$ cat src/rtl/fifo_pkg.sv
// Shared defaults and FSM state encoding for the FIFO read-side byte packer.
package fifo_pkg;
  localparam int unsigned DEF_DATA_WIDTH = 8;
  localparam int unsigned DEF_LANES      = 4;
  localparam int unsigned DEF_TIMEOUT    = 16;

  typedef enum logic [1:0] {
    IDLE,
    ACCUM,
    PEND
  } state_t;
endpackage

$ cat src/rtl/fifo_idle_timer.sv
// Saturating idle counter; expired flags the TIMEOUT-th consecutive idle cycle.
module fifo_idle_timer #(
  parameter int unsigned TIMEOUT = 16
) (
  input  logic clk,
  input  logic rst,
  input  logic clear,
  input  logic enable,
  output logic expired
);
  localparam int unsigned TW = $clog2(TIMEOUT + 1);

  logic [TW-1:0] r_count;

  always_ff @(posedge clk) begin
    if (rst || clear) begin
      r_count <= '0;
    end else if (enable && r_count != TW'(TIMEOUT - 1)) begin
      r_count <= r_count + TW'(1);
    end
  end

  // Asserted during the idle cycle whose edge completes TIMEOUT idle cycles
  assign expired = enable && (r_count == TW'(TIMEOUT - 1));
endmodule

$ cat src/rtl/fifo_rd_pack.sv
// Pops bytes from a FWFT FIFO and packs them little-endian into LANES-wide words
// with byte enables; partial words leave on flush or idle timeout.
module fifo_rd_pack
  import fifo_pkg::*;
#(
  parameter int unsigned DATA_WIDTH = DEF_DATA_WIDTH,
  parameter int unsigned LANES      = DEF_LANES,
  parameter int unsigned TIMEOUT    = DEF_TIMEOUT
) (
  input  logic                        rclk,
  input  logic                        rrst,
  input  logic                        rempty,
  input  logic [DATA_WIDTH-1:0]       rdata,
  output logic                        rinc,
  input  logic                        flush,
  output logic [DATA_WIDTH*LANES-1:0] out_data,
  output logic [LANES-1:0]            out_be,
  output logic                        out_valid,
  input  logic                        out_ready
);
  localparam int unsigned CW = $clog2(LANES + 1);
  localparam int unsigned WW = DATA_WIDTH * LANES;

  state_t        r_state, w_state_nxt;
  logic [CW-1:0] r_cnt, w_cnt_pop, w_cnt_nxt;
  logic [WW-1:0] r_acc, w_acc_pop, w_acc_nxt;
  logic [LANES-1:0] w_be_pop;
  logic w_free, w_emit, w_load, w_expired, w_timer_clr, w_timer_en;

  assign w_free = !out_valid || out_ready;

  // Holding off the last lane while busy keeps full words from ever needing PEND
  always_comb begin
    rinc = 1'b0;
    if (!rrst && !rempty && r_state != PEND) begin
      rinc = !(r_cnt == CW'(LANES - 1) && !w_free);
    end
  end

  assign w_cnt_pop = r_cnt + CW'(rinc);

  always_comb begin
    w_acc_pop = r_acc;
    w_be_pop  = '0;
    for (int unsigned l = 0; l < LANES; l++) begin
      if (rinc && r_cnt == CW'(l)) begin
        w_acc_pop[l*DATA_WIDTH +: DATA_WIDTH] = rdata;
      end
      w_be_pop[l] = (CW'(l) < w_cnt_pop);
    end
  end

  always_comb begin
    w_emit      = 1'b0;
    w_load      = 1'b0;
    w_state_nxt = r_state;
    w_cnt_nxt   = r_cnt;
    w_acc_nxt   = r_acc;
    if (r_state == PEND) begin
      if (w_free) begin
        w_load      = 1'b1;
        w_cnt_nxt   = '0;
        w_acc_nxt   = '0;
        w_state_nxt = IDLE;
      end
    end else begin
      w_emit = (w_cnt_pop == CW'(LANES)) ||
               (w_cnt_pop != '0 && (flush || w_expired));
      if (w_emit && w_free) begin
        w_load      = 1'b1;
        w_cnt_nxt   = '0;
        w_acc_nxt   = '0;
        w_state_nxt = IDLE;
      end else begin
        w_cnt_nxt = w_cnt_pop;
        w_acc_nxt = w_acc_pop;
        if (w_emit) begin
          w_state_nxt = PEND;
        end else begin
          w_state_nxt = (w_cnt_pop == '0) ? IDLE : ACCUM;
        end
      end
    end
  end

  always_ff @(posedge rclk) begin
    if (rrst) begin
      r_state <= IDLE;
      r_cnt   <= '0;
      r_acc   <= '0;
    end else begin
      r_state <= w_state_nxt;
      r_cnt   <= w_cnt_nxt;
      r_acc   <= w_acc_nxt;
    end
  end

  always_ff @(posedge rclk) begin
    if (rrst) begin
      out_valid <= 1'b0;
      out_data  <= '0;
      out_be    <= '0;
    end else if (w_load) begin
      out_valid <= 1'b1;
      out_data  <= w_acc_pop;
      out_be    <= w_be_pop;
    end else if (out_ready) begin
      out_valid <= 1'b0;
    end
  end

  assign w_timer_clr = rinc || w_emit || w_load;
  assign w_timer_en  = (r_cnt != '0);

  fifo_idle_timer #(
    .TIMEOUT(TIMEOUT)
  ) u_idle_timer (
    .clk    (rclk),
    .rst    (rrst),
    .clear  (w_timer_clr),
    .enable (w_timer_en),
    .expired(w_expired)
  );
endmodule

$ cat config.mk
export PLATFORM = sky130hd
export DESIGN_NAME = fifo_rd_pack
export DESIGN_NICKNAME = d
export VERILOG_FILES = /design/src/rtl/fifo_pkg.sv /design/src/rtl/fifo_idle_timer.sv /design/src/rtl/fifo_rd_pack.sv
export SDC_FILE = /design/constraint.sdc
export NUM_CORES = 1
export LEC_CHECK = 0
export CAP_MARGIN = 10
export CORE_ASPECT_RATIO = 0.75
export CORE_MARGIN = 2
export CORE_UTILIZATION = 38
export CTS_CLUSTER_DIAMETER = 30
export DETAILED_ROUTE_END_ITERATION = 16
export PLACE_DENSITY = 0.68
export SETUP_SLACK_MARGIN = 0.3
export SYNTH_ARGS = -nofsm -noshare
export SYNTH_HDL_FRONTEND = slang
export SYNTH_SLANG_ARGS = --single-unit
$ cat constraint.sdc
create_clock -name rclk -period 2.9 [get_ports rclk]
set_input_delay 0.29 -clock rclk [delete_from_list [all_inputs] [get_ports rclk]]
set_output_delay 0.29 -clock rclk [all_outputs]
set_load 0.005 [all_outputs]
==> results_dict.tcl <==
set metrics [dict create \
    grt_usage 0.188 \
    start_kind "register" \
    drive_gt1_frac 0.322 \
    synth-edff-count 0 \
    final_cell_mix "78 x dfxtp_1, 49 x clkdlybuf4s50_1, 48 x mux2i_1" \
    slew_headroom 0.380 \
    cp-end-kind "register" \
    diodes 0 \
    io_buffers 50 \
    syn_area_um2 3580 \
    critical_path.max_fanout 7 \
    hold_class "reg2reg" \
    drt_pass1_iterations 4 \
    ys_warn_count 0 \
    vias 2942 \
    cts_tree "built" \
    period_minus_slack_ns 2.72 \
    ios 51 \
    worstPathRequired_ns 3.18 \
    numCtsBuffers 9 \
    critPathKind "reg2reg" \
    worst_slack_ns 0.181 \
    wirelength_um 9510 \
    power.density_nw_per_um2 609 \
    wl_per_cell_um 17.1 \
    grt_pass1_wl_um 14700 \
    synthArstFlopShare 0 \
    drt-initial-drc-count 190 \
    slew_violations 0 \
    pre_cts_slack_ns -0.188 \
    finalSetupViolCount 0 \
    max-cap-violations 0 \
    cp.arrival_ns 3.00 \
    grt_pass1_vias 2895 \
    worst_ir_drop_vdd_mv 0.379 \
    gp_congestion 0.809 \
    grt_max_degree 83 \
    fin_crit_sh 0.938 \
    initial_core_util 0.394 \
    cts_hold_buf 0 \
    core.rowCount 30 \
    drtAntennaViolNets 0 \
    leakage_nw 1.81 \
    grt_overflow 0 \
    coreArea_um2 9080 \
    dieArea_um2 10200 \
    layout_commonest_cell "dfxtp_1" \
    antenna_found_initial 0 \
    dpl.hpwl_um 5840 \
    cts_max_level 3 \
    cts_root_buf "clkbuf_16" \
    drc 0 \
    final_core_util 0.560 \
    fill_cells 803 \
    die-width_um 116 \
    cts.sinks 79 \
    rsz0062_at_grt "yes" \
    clk_pin_slew_ns 0.06 \
    cts_buffer_depth 2 \
    die_h_um 88.0 \
    synth_area_per_cell_um2 10.0 \
    tns_ns 0 \
    outcome "finished, final reports clean" \
    worst_slew_pin_slew_ns 0.930 \
    clk-insertion-delay-late_ns 0.34 \
    fin_nets 439 \
    max_freq_ghz 0.368 \
    synth_seq_area_share 0.442 \
    skew_ns 0.00748 \
    syn-instance-count 356 \
    vias_per_cell 5.29 \
    ys.flop_type "dfxtp_1" \
    hold_viol 0 \
    synth_cell_types 46 \
    synth-seq-cells 79 \
    synth_nets 372 \
    areaGrowthSynthToFinish_pct 42.2 \
]
## through the flow
step | instance area (um^2) | hold slack [ns] | total power [W] | instances
after floorplan | 3670 | 0.457 | 0.00156 | 356
after global routing | 5090 | 0.505 | 0.00322 | 556
after global placement | 4400 | 0.464 | 0.00176 | 532
after detailed placement | 4400 | 0.461 | 0.00177 | 532
final | 5090 | 0.479 | 0.00310 | 556
after CTS | 4790 | 0.480 | 0.00302 | 550
## report_power, final
group / internal [W] / switching (W) / leakage [nW] / total [W]
logic: 0.000363 / 0.000325 / 1.01 / 0.000688
clock network: 0.000761 / 0.000467 / 0.159 / 0.00123
registers: 0.00114 / 0.0000409 / 0.641 / 0.00118
total: 0.00227 / 0.000832 / 1.81 / 0.00310
## Yosys cell counts, types with 3 or more instances
cell | instances | area, um^2
xnor2_1 | 5 | 43.8
nand2b_1 | 19 | 119
buf_2 | 10 | 50.1
a211oi_2 | 16 | 200
or2_1 | 3 | 18.8
dfxtp_1 | 79 | 1580
nor2_1 | 9 | 33.8
a21o_1 | 4 | 30.0
or2_0 | 4 | 25.0
buf_4 | 3 | 22.5
mux2i_1 | 49 | 490
or2_2 | 7 | 43.8
nand2_1 | 12 | 45.0
a21oi_1 | 19 | 95.1
o21ai_0 | 18 | 90.1
a211oi_1 | 20 | 150
nor3_1 | 20 | 100
ha_1 | 3 | 37.5
or3_1 | 4 | 25.0
nor2b_1 | 5 | 31.3
clkbuf_1 | 14 | 52.6
buf_6 | 5 | 56.3
## registers in the layout, indices dropped and copies added (netlist names)
| name | cells |
|---|---|
| r_state | 2 |
| out_data | 32 |
| r_acc | 32 |
| out_valid | 1 |
| out_be | 4 |
| u_idle_timer.r_count | 5 |
| r_cnt | 3 |
## area by class of cell
type / instances / area, um^2 / share of cell area
multi-input combinational: 243 / 2130 / 0.419
sequential: 79 / 1580 / 0.311
timing repair buffer: 88 / 883 / 0.174
clock buffer: 10 / 229 / 0.0450
tap: 128 / 160 / 0.0315
clock inverter: 6 / 93.8 / 0.0184
inverter: 2 / 7.51 / 0.00148
## cell families (layout without fill, tap and decap cells)
family / Yosys count / count (layout) / share of synthesized area
DFF: 79 / 79 / 0.442
and+or+nand+nor: 94 / 94 / 0.149
muxes: 52 / 52 / 0.147
xor gates and xnor gates: 6 / 6 / 0.0147
buffers and inverters: 35 / 106 / 0.0542
adders and majority gates: 3 / 3 / 0.0105
AOI/OAI and AO/OA: 87 / 88 / 0.183
## critical path, cell delays in order, from the launching register on
cell and delay [ns]:
dfxtp_2 0.32, nor2b_4 0.12, or3_4 0.39, nor2_4 0.13, and2_4 0.16, ha_4 0.16, xnor2_4 0.13, nor2b_4 0.20
nand2_1 0.07, mux2_4 0.31, a21o_4 0.25, buf_12 0.15, buf_12 0.14, a21oi_2 0.13
## final timing paths
kind	slack, ns	from	cells past startpoint	end
worst max-delay path	0.18	r_state[1]$_SDFFE_PP0P_	13	r_acc[15]$_SDFFE_PP0P_
worst min-delay path	0.48	out_data[24]$_SDFFE_PP0P_	2	out_data[24]$_SDFFE_PP0P_
worst max register to register	0.18	r_state[1]$_SDFFE_PP0P_	13	r_acc[15]$_SDFFE_PP0P_
worst min register to register	0.48	out_data[24]$_SDFFE_PP0P_	2	out_data[24]$_SDFFE_PP0P_
## routing by layer
| metal | global-route usage | routed length, um | vias up |
|---|---|---|---|
| li1 | - | - | 1414 |
| met1 | 0.257 | 4550 | 1436 |
| met2 | 0.288 | 4330 | 84 |
| met3 | 0.0644 | 528 | 8 |
| met4 | 0.0444 | 93 | 0 |
| met5 | 0 | 0 | - |
## repair_timing
action | in CTS | in global routing
setup buffers | 2 | 3
gates cloned | 0 | 3
resized for setup | 10 | 49
endpoints found under the setup margin | 71 | 78
pin swaps | 1 | 13
No activity file was read; power rests on OpenSTA's default activity.
